File: src/rtl/branch_resolve_unit_pkg.sv
// Shared types and constants for the branch resolve unit.
package branch_resolve_unit_pkg;

    typedef enum logic [0:0] {
        RUN   = 1'b0,
        FLUSH = 1'b1
    } bru_state_e;

    localparam logic [6:0]  BRANCH_OPCODE = 7'b1100011;
    localparam int unsigned INSN_SIZE     = 4;
    localparam int unsigned BRU_XLEN      = 32;

    typedef struct packed {
        logic                taken;
        logic [BRU_XLEN-1:0] pc;
    } bru_entry_t;

endpackage

File: src/rtl/branch_resolve_unit_track_fifo.sv
// bru_track_fifo: in-order prediction tracking FIFO with wrap-bit pointers
// and a write-pointer rewind used to squash younger entries.
module bru_track_fifo #(
    parameter int unsigned DEPTH = 4,
    parameter int unsigned WIDTH = 33
) (
    input  logic             clk,
    input  logic             reset,
    input  logic             push,
    input  logic [WIDTH-1:0] push_data,
    input  logic             pop,
    input  logic             rewind,
    output logic [WIDTH-1:0] pop_data,
    output logic             full,
    output logic             empty
);

    localparam int unsigned AW = (DEPTH > 1) ? $clog2(DEPTH) : 1;

    logic [WIDTH-1:0] mem [DEPTH];
    logic [AW:0]      wr_ptr;
    logic [AW:0]      rd_ptr;
    logic [AW:0]      rd_ptr_inc;

    assign rd_ptr_inc = rd_ptr + 1'b1;
    assign full       = (wr_ptr[AW-1:0] == rd_ptr[AW-1:0]) && (wr_ptr[AW] != rd_ptr[AW]);
    assign empty      = (wr_ptr == rd_ptr);
    assign pop_data   = mem[rd_ptr[AW-1:0]];

    // rewind accompanies the pop of the mispredicted entry, so wr_ptr lands on the new rd_ptr
    always_ff @(posedge clk) begin
        if (reset) begin
            wr_ptr <= '0;
            rd_ptr <= '0;
        end else begin
            if (pop)
                rd_ptr <= rd_ptr_inc;
            if (rewind)
                wr_ptr <= rd_ptr_inc;
            else if (push)
                wr_ptr <= wr_ptr + 1'b1;
        end
    end

    always_ff @(posedge clk) begin
        if (push && !rewind)
            mem[wr_ptr[AW-1:0]] <= push_data;
    end

endmodule

File: src/rtl/branch_resolve_unit.sv
// branch_resolve_unit: tracks predictions, checks them at execute, trains the
// predictor and drives flush/redirect. Optional counters: BRU_PERF_CNT_EN.
module branch_resolve_unit
    import branch_resolve_unit_pkg::*;
#(
    parameter int unsigned DEPTH     = 4,
    parameter int unsigned XLEN      = BRU_XLEN,
    parameter int unsigned FLUSH_LEN = 2
) (
    input  logic            clk,
    input  logic            reset,
    input  logic            pred_valid,
    input  logic            pred_taken,
    input  logic [XLEN-1:0] pred_pc,
    output logic            stall_o,
    input  logic            ex_valid,
    input  logic            ex_taken,
    input  logic [XLEN-1:0] ex_pc,
    input  logic [XLEN-1:0] ex_target,
    output logic            flush_o,
    output logic            redirect_valid,
    output logic [XLEN-1:0] redirect_pc,
    output logic            train_valid,
    output logic            train_truth,
    output logic            order_err
`ifdef BRU_PERF_CNT_EN
    ,
    output logic [31:0]     perf_branches,
    output logic [31:0]     perf_mispredicts
`endif
);

    bru_state_e state, state_n;
    logic [3:0] flush_cnt, flush_cnt_n;
    bru_entry_t wr_entry, rd_entry;
    logic       full, empty;
    logic       in_run, pop_ok, push_ok, mispredict, order_set;

    assign wr_entry = '{taken: pred_taken, pc: pred_pc};

    bru_track_fifo #(
        .DEPTH (DEPTH),
        .WIDTH ($bits(bru_entry_t))
    ) u_fifo (
        .clk       (clk),
        .reset     (reset),
        .push      (push_ok),
        .push_data (wr_entry),
        .pop       (pop_ok),
        .rewind    (mispredict),
        .pop_data  (rd_entry),
        .full      (full),
        .empty     (empty)
    );

    assign stall_o = full;
    assign flush_o = (state == FLUSH);

    always_comb begin
        in_run      = (state == RUN);
        pop_ok      = in_run && ex_valid && !empty;
        mispredict  = pop_ok && (rd_entry.taken != ex_taken);
        push_ok     = in_run && pred_valid && (!full || pop_ok) && !mispredict;
        order_set   = in_run && ex_valid && (empty || (rd_entry.pc != ex_pc));
        state_n     = state;
        flush_cnt_n = flush_cnt;
        case (state)
            RUN: begin
                if (mispredict) begin
                    state_n     = FLUSH;
                    flush_cnt_n = 4'(FLUSH_LEN - 1);
                end
            end
            FLUSH: begin
                if (flush_cnt == '0)
                    state_n = RUN;
                else
                    flush_cnt_n = flush_cnt - 1'b1;
            end
            default: begin
                state_n     = RUN;
                flush_cnt_n = '0;
            end
        endcase
    end

    always_ff @(posedge clk) begin
        if (reset) begin
            state          <= RUN;
            flush_cnt      <= '0;
            redirect_valid <= 1'b0;
            redirect_pc    <= '0;
            train_valid    <= 1'b0;
            train_truth    <= 1'b0;
            order_err      <= 1'b0;
        end else begin
            state          <= state_n;
            flush_cnt      <= flush_cnt_n;
            redirect_valid <= mispredict;
            train_valid    <= pop_ok;
            if (pop_ok)
                train_truth <= ex_taken;
            if (mispredict)
                redirect_pc <= ex_taken ? ex_target : ex_pc + XLEN'(INSN_SIZE);
            if (order_set)
                order_err <= 1'b1;
        end
    end

`ifdef BRU_PERF_CNT_EN
    always_ff @(posedge clk) begin
        if (reset) begin
            perf_branches    <= '0;
            perf_mispredicts <= '0;
        end else begin
            if (pop_ok && perf_branches != '1)
                perf_branches <= perf_branches + 1'b1;
            if (mispredict && perf_mispredicts != '1)
                perf_mispredicts <= perf_mispredicts + 1'b1;
        end
    end
`endif

endmodule
File: config.mk
export PLATFORM = sky130hd
export DESIGN_NAME = branch_resolve_unit
export DESIGN_NICKNAME = d
export VERILOG_FILES = /design/src/rtl/branch_resolve_unit_pkg.sv /design/src/rtl/branch_resolve_unit_track_fifo.sv /design/src/rtl/branch_resolve_unit.sv
export SDC_FILE = /design/constraint.sdc
export NUM_CORES = 1
export LEC_CHECK = 0
export BUFFER_PORTS_ARGS = -buffer_cell sky130_fd_sc_hd__clkbuf_2
export CAP_MARGIN = 20
export CORE_UTILIZATION = 42
export CTS_BUF_LIST = sky130_fd_sc_hd__clkbuf_4
export CTS_CLUSTER_DIAMETER = 100
export DETAILED_ROUTE_END_ITERATION = 10
export GPL_TIMING_DRIVEN = 0
export PLACE_DENSITY_LB_ADDON = 0.3
export SKIP_LAST_GASP = 1
export SYNTH_ARGS = -nofsm -noshare
export SYNTH_HDL_FRONTEND = slang
export SYNTH_SLANG_ARGS = --single-unit
File: constraint.sdc
create_clock -name clk -period 6.5 [get_ports clk]
set_input_delay 0.325 -clock clk [delete_from_list [all_inputs] [get_ports clk]]
set_output_delay 0.325 -clock clk [all_outputs]
set_load 0.01 [all_outputs]
==> metrics.md, run 1 <==
| Metric | Value |
|---|---|
| Status | finished, final reports clean |
| GRT overflow | 0 |
| Slowest-stage cell, CP | mux4_1 |
| Pre-antenna DRT Iters | 6 |
| Power consumption | 0.003343 W |
| Initial Util | 42.99% |
| Commonest non-fill, non-tap cell in the layout | clkbuf_2 |
| Actual slew at the worst max-slew pin | 841.9 ps |
| CTS H-tree depth | 4 |
| Clock root cell | clkbuf_4 |
| Die H | 140.4 µm |
| Critical Path Sink Type | flop |
| Count of cell types in the netlist | 49 |
| Final #Nets | ~900 |
| Chip width | 140.4 µm |
| Placed insts | 975 |
| Number of enable flip-flop cells after synthesis | 132 |
| Pleak | 3.491 nW |
| Final period utilization | a little under half |
| Most frequent cells in the layout | 135 x clkbuf_2, 132 x edfxtp_1, 52 x nand2_1 |
| Internal Power | 0.002189 W |
| Synth warn | 0 |
| Footprint of the multi-input gates | 2887 µm² |
| Clk network pwr share | 17.1% |
| Synthesized area | 8041 µm² |
| NetSw | 0.001154 W |
| Largest net degree at the start of global routing | 34 |
| Post-route insts no fill | 1044 |
| Setup Buffers After CTS | 0 |
| Post_cts resized | 0 |
| Fmax | 339.9 MHz |
| Gr usage total | between 20% and 30% |
| Filler cells | 1597 |
| Slew headroom | 43.61% |
| Final Hold Fails | 0 |
| R2r setup slk | 3560 ps |
| Clk sinks | between 150 and 200 |
| Share of layout cells above drive strength 1 | 26.49% |
| Crit path largest cell delay | 680 ps |
| Worst-Skew Late Latency | 600 ps |
| Setup violators final | 0 |
| Register area share after synthesis | between 60% and 70% |
| Avg Cell Area, Syn | 13.36 µm² |
| Syn-to-layout area delta | 20.65% |
| FF-to-FF End | u_fifo.mem[0][23] |
| CP required | 6780 ps |
| Sw Ratio | 34.52% |
| Worst vdd ir | 0.1347 mV |
| Vias in the first global route | ~5.9k |
| CP Class | reg -> reg |
| Critical path startpoint category | flop |
| CP max FO | 33 |
| Top_reg_cell synth | edfxtp_1 |
| CP Capture Point | u_fifo.mem[0][23] |
| Post-synthesis instance total | 602 |
| RSZ-0062 raised after global routing | no |
| Cell depth of the worst flop-to-flop path | 6 |
| Vias | 5708 |
| Wire per inst | 19.55 µm |
| Net Count, Synth | around 700 |
| Worst-path clk slew | approximately 160 ps |
| Comb pwr share | a little over a third |
| Minimum clock period | 2942 ps |
| Max-cap check violation count | 0 |
| Row count | 50 |
| FF+latch count, synth | 181 |
| Post-DP HPWL | approximately 15 mm |
| GP Congestion | about 0.86 |
| CTS buffer count | 17 |
| Final wirelength | 20.41 mm |
| CP arrival | 3220 ps |
| DR iter-0 viols | 377 |
| I/O Buffers | 135 |
| Final Max Slew Viols | 0 |
| Antenna violations before repair | 1 |
| Setup TNS | 0 ps |
| I/O pins | 140 |
| Worst clock skew | 24.52 ps |
| FF/Latch Area | 4945 µm² |
| CTS tree | yes |
| HP Class | in -> reg |
| Vias per cell | 5.467 |
| CTS Buffer Depth | 2 |
| Part of the power in registers | 47.6% |
| Core ar. | 18710 µm² |
| Die ar. | between 15000 and 20000 µm² |
| Detail Route Antenna Nets | 0 |
| CP cell instances | mux4_1, and2_1, o21ai_1, clkbuf_1, and3_2, buf_12 |
| Share of synthesized flip-flops with an asynchronous set or reset | 0% |
| First-pass GRT wire length | about 32 mm |
| PD cells | ~340 nW/µm² |
| DRC errors left | 0 |
-- how the worst min path moves through the flow --
stage | start | end | slack (ps) | cells past startpoint
2_1_floorplan | pred_pc[0] | u_fifo.mem[0][0] | 420 | 0
3_3_place_gp | redirect_pc[9] | redirect_pc[9] | 440 | 2
3_5_place_dp | redirect_pc[4] | redirect_pc[4] | 450 | 2
4_1_cts | ex_target[18] | redirect_pc[18] | 0.7 | 3
5_1_grt | ex_target[11] | redirect_pc[11] | 10 | 3
6_report | ex_target[18] | redirect_pc[18] | 30 | 3
-- per-stage QoR --
step	hold slack (ps)	utilization (%)	cell area (µm²)	worst slack, ps
after floorplan	423.9	-	8041	3594
after global placement	439.4	48.17	9010	2520
after global routing	14.04	51.87	9702	3412
after detailed placement	446.9	48.62	9095	3578
final	27.12	51.87	9702	3558
after CTS	0.7378	51.84	9697	3544
-- Yosys cell counts, drive strengths merged, types with 2 or more instances --
master	number	share of area, %
edfxtp	132	49
o21a	4	0.37
nand3	19	1.2
mux2i	19	2.4
a221oi	3	0.33
o21ai	15	0.93
o211ai	15	1.4
ha	7	1.1
a21o	2	0.19
a211oi	9	0.84
dfxtp	49	12
a21oi	20	1.2
xnor2	42	4.6
nand2b	6	0.47
mux4	25	7.2
and2	5	0.39
o31ai	2	0.19
buf	14	1.1
or4	2	0.19
nor3	16	1.0
nor4	5	0.39
nand4	13	1.0
and4	4	0.44
nor2	28	1.3
a31oi	5	0.39
clkbuf	19	0.89
o221ai	2	0.22
mux2	5	0.70
a32o	3	0.37
nand2	52	2.4
xor2	22	2.4
inv	14	0.65
a211o	2	0.22
and3	11	0.86
-- flip-flops by register name, summed over array words and instances, names as in the netlist, named ones only --
register	count
flush_o	1
u_fifo.rd_ptr	3
train_valid	1
flush_cnt	4
order_err	1
redirect_valid	1
u_fifo.mem	132
train_truth	1
u_fifo.wr_ptr	3
redirect_pc	32
-- layout make-up --
type	instances	share of cell area, %
well taps	234	3.018
clock buffers	18	1.393
clock inverters	14	1.199
diodes	2	0.05159
repair buffers	174	11.40
multi-input cells	374	29.75
inverters	14	0.5417
flip-flops and latches	181	50.97
plain buffers	33	1.677
-- power groups by stage --
stage / sequential (W) / combinational, W / clock [W]
3_3_place_gp: 0.00161 / 0.00111 / 0
2_1_floorplan: 0.00162 / 0.000767 / 0
5_1_grt: 0.00161 / 0.00128 / 0.000635
3_5_place_dp: 0.00162 / 0.00117 / 0
4_1_cts: 0.00159 / 0.00119 / 0.000589
6_report: 0.00159 / 0.00118 / 0.000572
-- critical path, delay by kind of cell, from the launching register on --
family	cells	cell delay [ps]
AND/OR/NAND/NOR	2	550
multiplexers	1	680
buffers and inverters	2	690
flip-flops	1	450
AO/OA/AOI/OAI	1	240
-- kinds of logic (layout without fill, tap and decap cells) --
family / count (synthesis) / count (layout) / share of synthesized area (%)
buffers and inverters: 47 / 253 / 2.676
DFF: 181 / 181 / 61.49
adders and majority gates: 7 / 7 / 1.089
AOI/OAI and AO/OA: 87 / 87 / 7.297
and+or+nand+nor: 167 / 167 / 10.22
other: 0 / 2 / 0
xor gates and xnor gates: 64 / 64 / 6.970
muxes: 49 / 49 / 10.25
-- timing repair --
action / CTS / global route
endpoints found under the setup margin: 0 / 0
hold buffers: 35 / 0
hold endpoints to repair: 134 / 0
-- metal layers --
metal / share of wire (%) / track usage, % / wire (µm)
met1: 43 / 27.37 / 8758
met2: 50 / 36.79 / 10140
met3: 4.9 / 4.718 / 1004
met4: 2.5 / 9.254 / 512
met5: 0 / 0 / 0
No activity file was read; power rests on OpenSTA's default activity.
==> run 2, diff against run 1 <==
- clock period: 6.5 -> 3 ns (I/O delays scaled with it)
==> metrics.md, run 2 (same netlist as run 1, synthesis figures left out) <==
| Metric | Value |
|---|---|
| Status | finished, final reports clean |
| I/O pins | 140 |
| Worst vdd ir | 0.2949 mV |
| FF/Latch Area | 4945 µm² |
| CTS H-tree depth | 4 |
| Final Util | 54.21% |
| Cell depth of the worst flop-to-flop path | 8 |
| RSZ-0062 raised after global routing | yes |
| Row count | 50 |
| Wire per inst | between 15 and 20 µm |
| Setup violators final | 0 |
| Share of layout cells above drive strength 1 | 25.76% |
| Commonest non-fill, non-tap cell in the layout | clkbuf_2 |
| Final Hold Fails | 0 |
| Pre-antenna DRT Iters | 5 |
| CTS buffer count | 17 |
| Gr usage total | 22.40% |
| Vias in the first global route | around 6.1k |
| Setup Buffers After CTS | 0 |
| Worst clock skew | 25.84 ps |
| CP arrival | about 3500 ps |
| CTS Buffer Depth | 2 |
| Syn-to-layout area delta | 26.09% |
| Clock root cell | clkbuf_4 |
| Chip width | roughly 140 µm |
| Placed insts | 975 |
| Final Max Slew Viols | 0 |
| Final wirelength | 21.08 mm |
| Antenna violations before repair | 1 |
| CP Capture Point | redirect_pc[14] |
| Pleak | 3.679 nW |
| Max-cap check violation count | 0 |
| Vias | 5872 |
| GP Congestion | 0.8607 |
| Clk sinks | 181 |
| First-pass GRT wire length | 32.86 mm |
| Final #Nets | 946 |
| Minimum clock period | approximately 3000 ps |
| Critical path startpoint category | flop |
| Final period utilization | a little over nine tenths |
| FF-to-FF End | redirect_pc[14] |
| CP Class | reg -> reg |
| Post-DP HPWL | 15.08 mm |
| Critical Path Sink Type | flop |
| CTS tree | yes |
| I/O Buffers | 135 |
| GRT overflow | 0 |
| DR iter-0 viols | 449 |
| Most frequent cells in the layout | 137 x clkbuf_2, 132 x edfxtp_1, 77 x dlygate4sd3_1 |
| PD cells | slightly above 700 nW/µm² |
| Core ar. | roughly 19000 µm² |
| Slew headroom | 54.93% |
| Actual slew at the worst max-slew pin | 676.1 ps |
| Largest net degree at the start of global routing | 34 |
| Worst-path clk slew | 150 ps |
| DRC errors left | 0 |
| CP required | 3550 ps |
| R2r setup slk | ~67 ps |
| HP Class | in -> reg |
| Max reg flops | 132 |
| Setup WS post-layout | 66.74 ps |
| Die H | around 140 µm |
| Worst hold margin | 37.93 ps |
| CP max FO | 10 |
| Vias per cell | 5.412 |
| Detail Route Antenna Nets | 0 |
| Initial Util | between 40% and 50% |
| Fmax | ~340 MHz |
| Footprint of the multi-input gates | 2899 µm² |
| Die ar. | just under 20000 µm² |
| Filler cells | 1559 |
| Worst-Skew Late Latency | 600 ps |
| Post-route insts no fill | 1085 |
| Setup WS pre-CTS | 77.63 ps |
| Setup TNS | 0 ps |
-- run 2: cell count changes in the layout (fill, tap and decap cells not counted), moves of 2 or more --
cell           previous run  this run
clkbuf_2                135       137
clkbuf_1                 19        17
clkbuf_4                 18        20
buf_2                     7         5
dlygate4sd3_1            35        77
-- run 2: routing by layer --
layer	global-route usage [%]	vias up	routed length [µm]
met5	0	-	0
met4	10.01	0	657
met2	38.32	245	10380
met3	4.615	50	1113
li1	-	2754	-
met1	27.35	2823	8930
-- run 2: how the worst min path moves through the flow --
| stage | cells after the start | slack (ps) | from | end |
|---|---|---|---|---|
| floorplan | 0 | 250 | pred_pc[0] | u_fifo.mem[0][0] |
| global placement | 1 | 360 | pred_pc[14] | u_fifo.mem[0][14] |
| detailed placement | 1 | 370 | pred_pc[27] | u_fifo.mem[1][27] |
| CTS | 3 | 7 | ex_pc[28] | redirect_pc[28] |
| global route | 3 | 20 | ex_pc[24] | redirect_pc[24] |
| finish | 3 | 40 | ex_pc[28] | redirect_pc[28] |
-- run 2: cell type report --
| class | count | area share [%] |
|---|---|---|
| clock inverter | 14 | 1.148 |
| inverter | 14 | 0.5183 |
| sequential | 181 | 48.77 |
| tap | 234 | 2.887 |
| buffer | 33 | 1.678 |
| timing repair buffer | 216 | 15.05 |
| clock buffer | 18 | 1.333 |
| multi-input combinational | 374 | 28.59 |
| antenna | 1 | 0.02468 |
-- run 2: per-stage QoR --
stage | total power (W) | cell area (µm²)
after global placement | 0.005911 | 9010
after CTS | 0.007363 | 10120
after floorplan | 0.005175 | 8041
after detailed placement | 0.006043 | 9095
after global routing | 0.007737 | 10140
final | 0.007340 | 10140
-- run 2: critical path: stages, from the launching register on --
cell and delay [ps]:
dfxtp_1 450, mux4_1 680, nor2_2 230, o21a_1 270, clkbuf_4 280, o21a_1 150
o21ai_0 90, a21oi_1 170, dlygate4sd3_1 570
-- run 2: timing repair --
action                                  in CTS  in global routing
hold buffers                                77                  0
gates resized for setup                      0                  9
endpoints found under the setup margin       0                139
endpoints found under the hold margin      166                  0
-- run 2: power breakdown --
group	internal [W]	switching, W
Combinational	0.00120	0.00145
Sequential	0.00324	0.000206
Clock	0.000360	0.000880
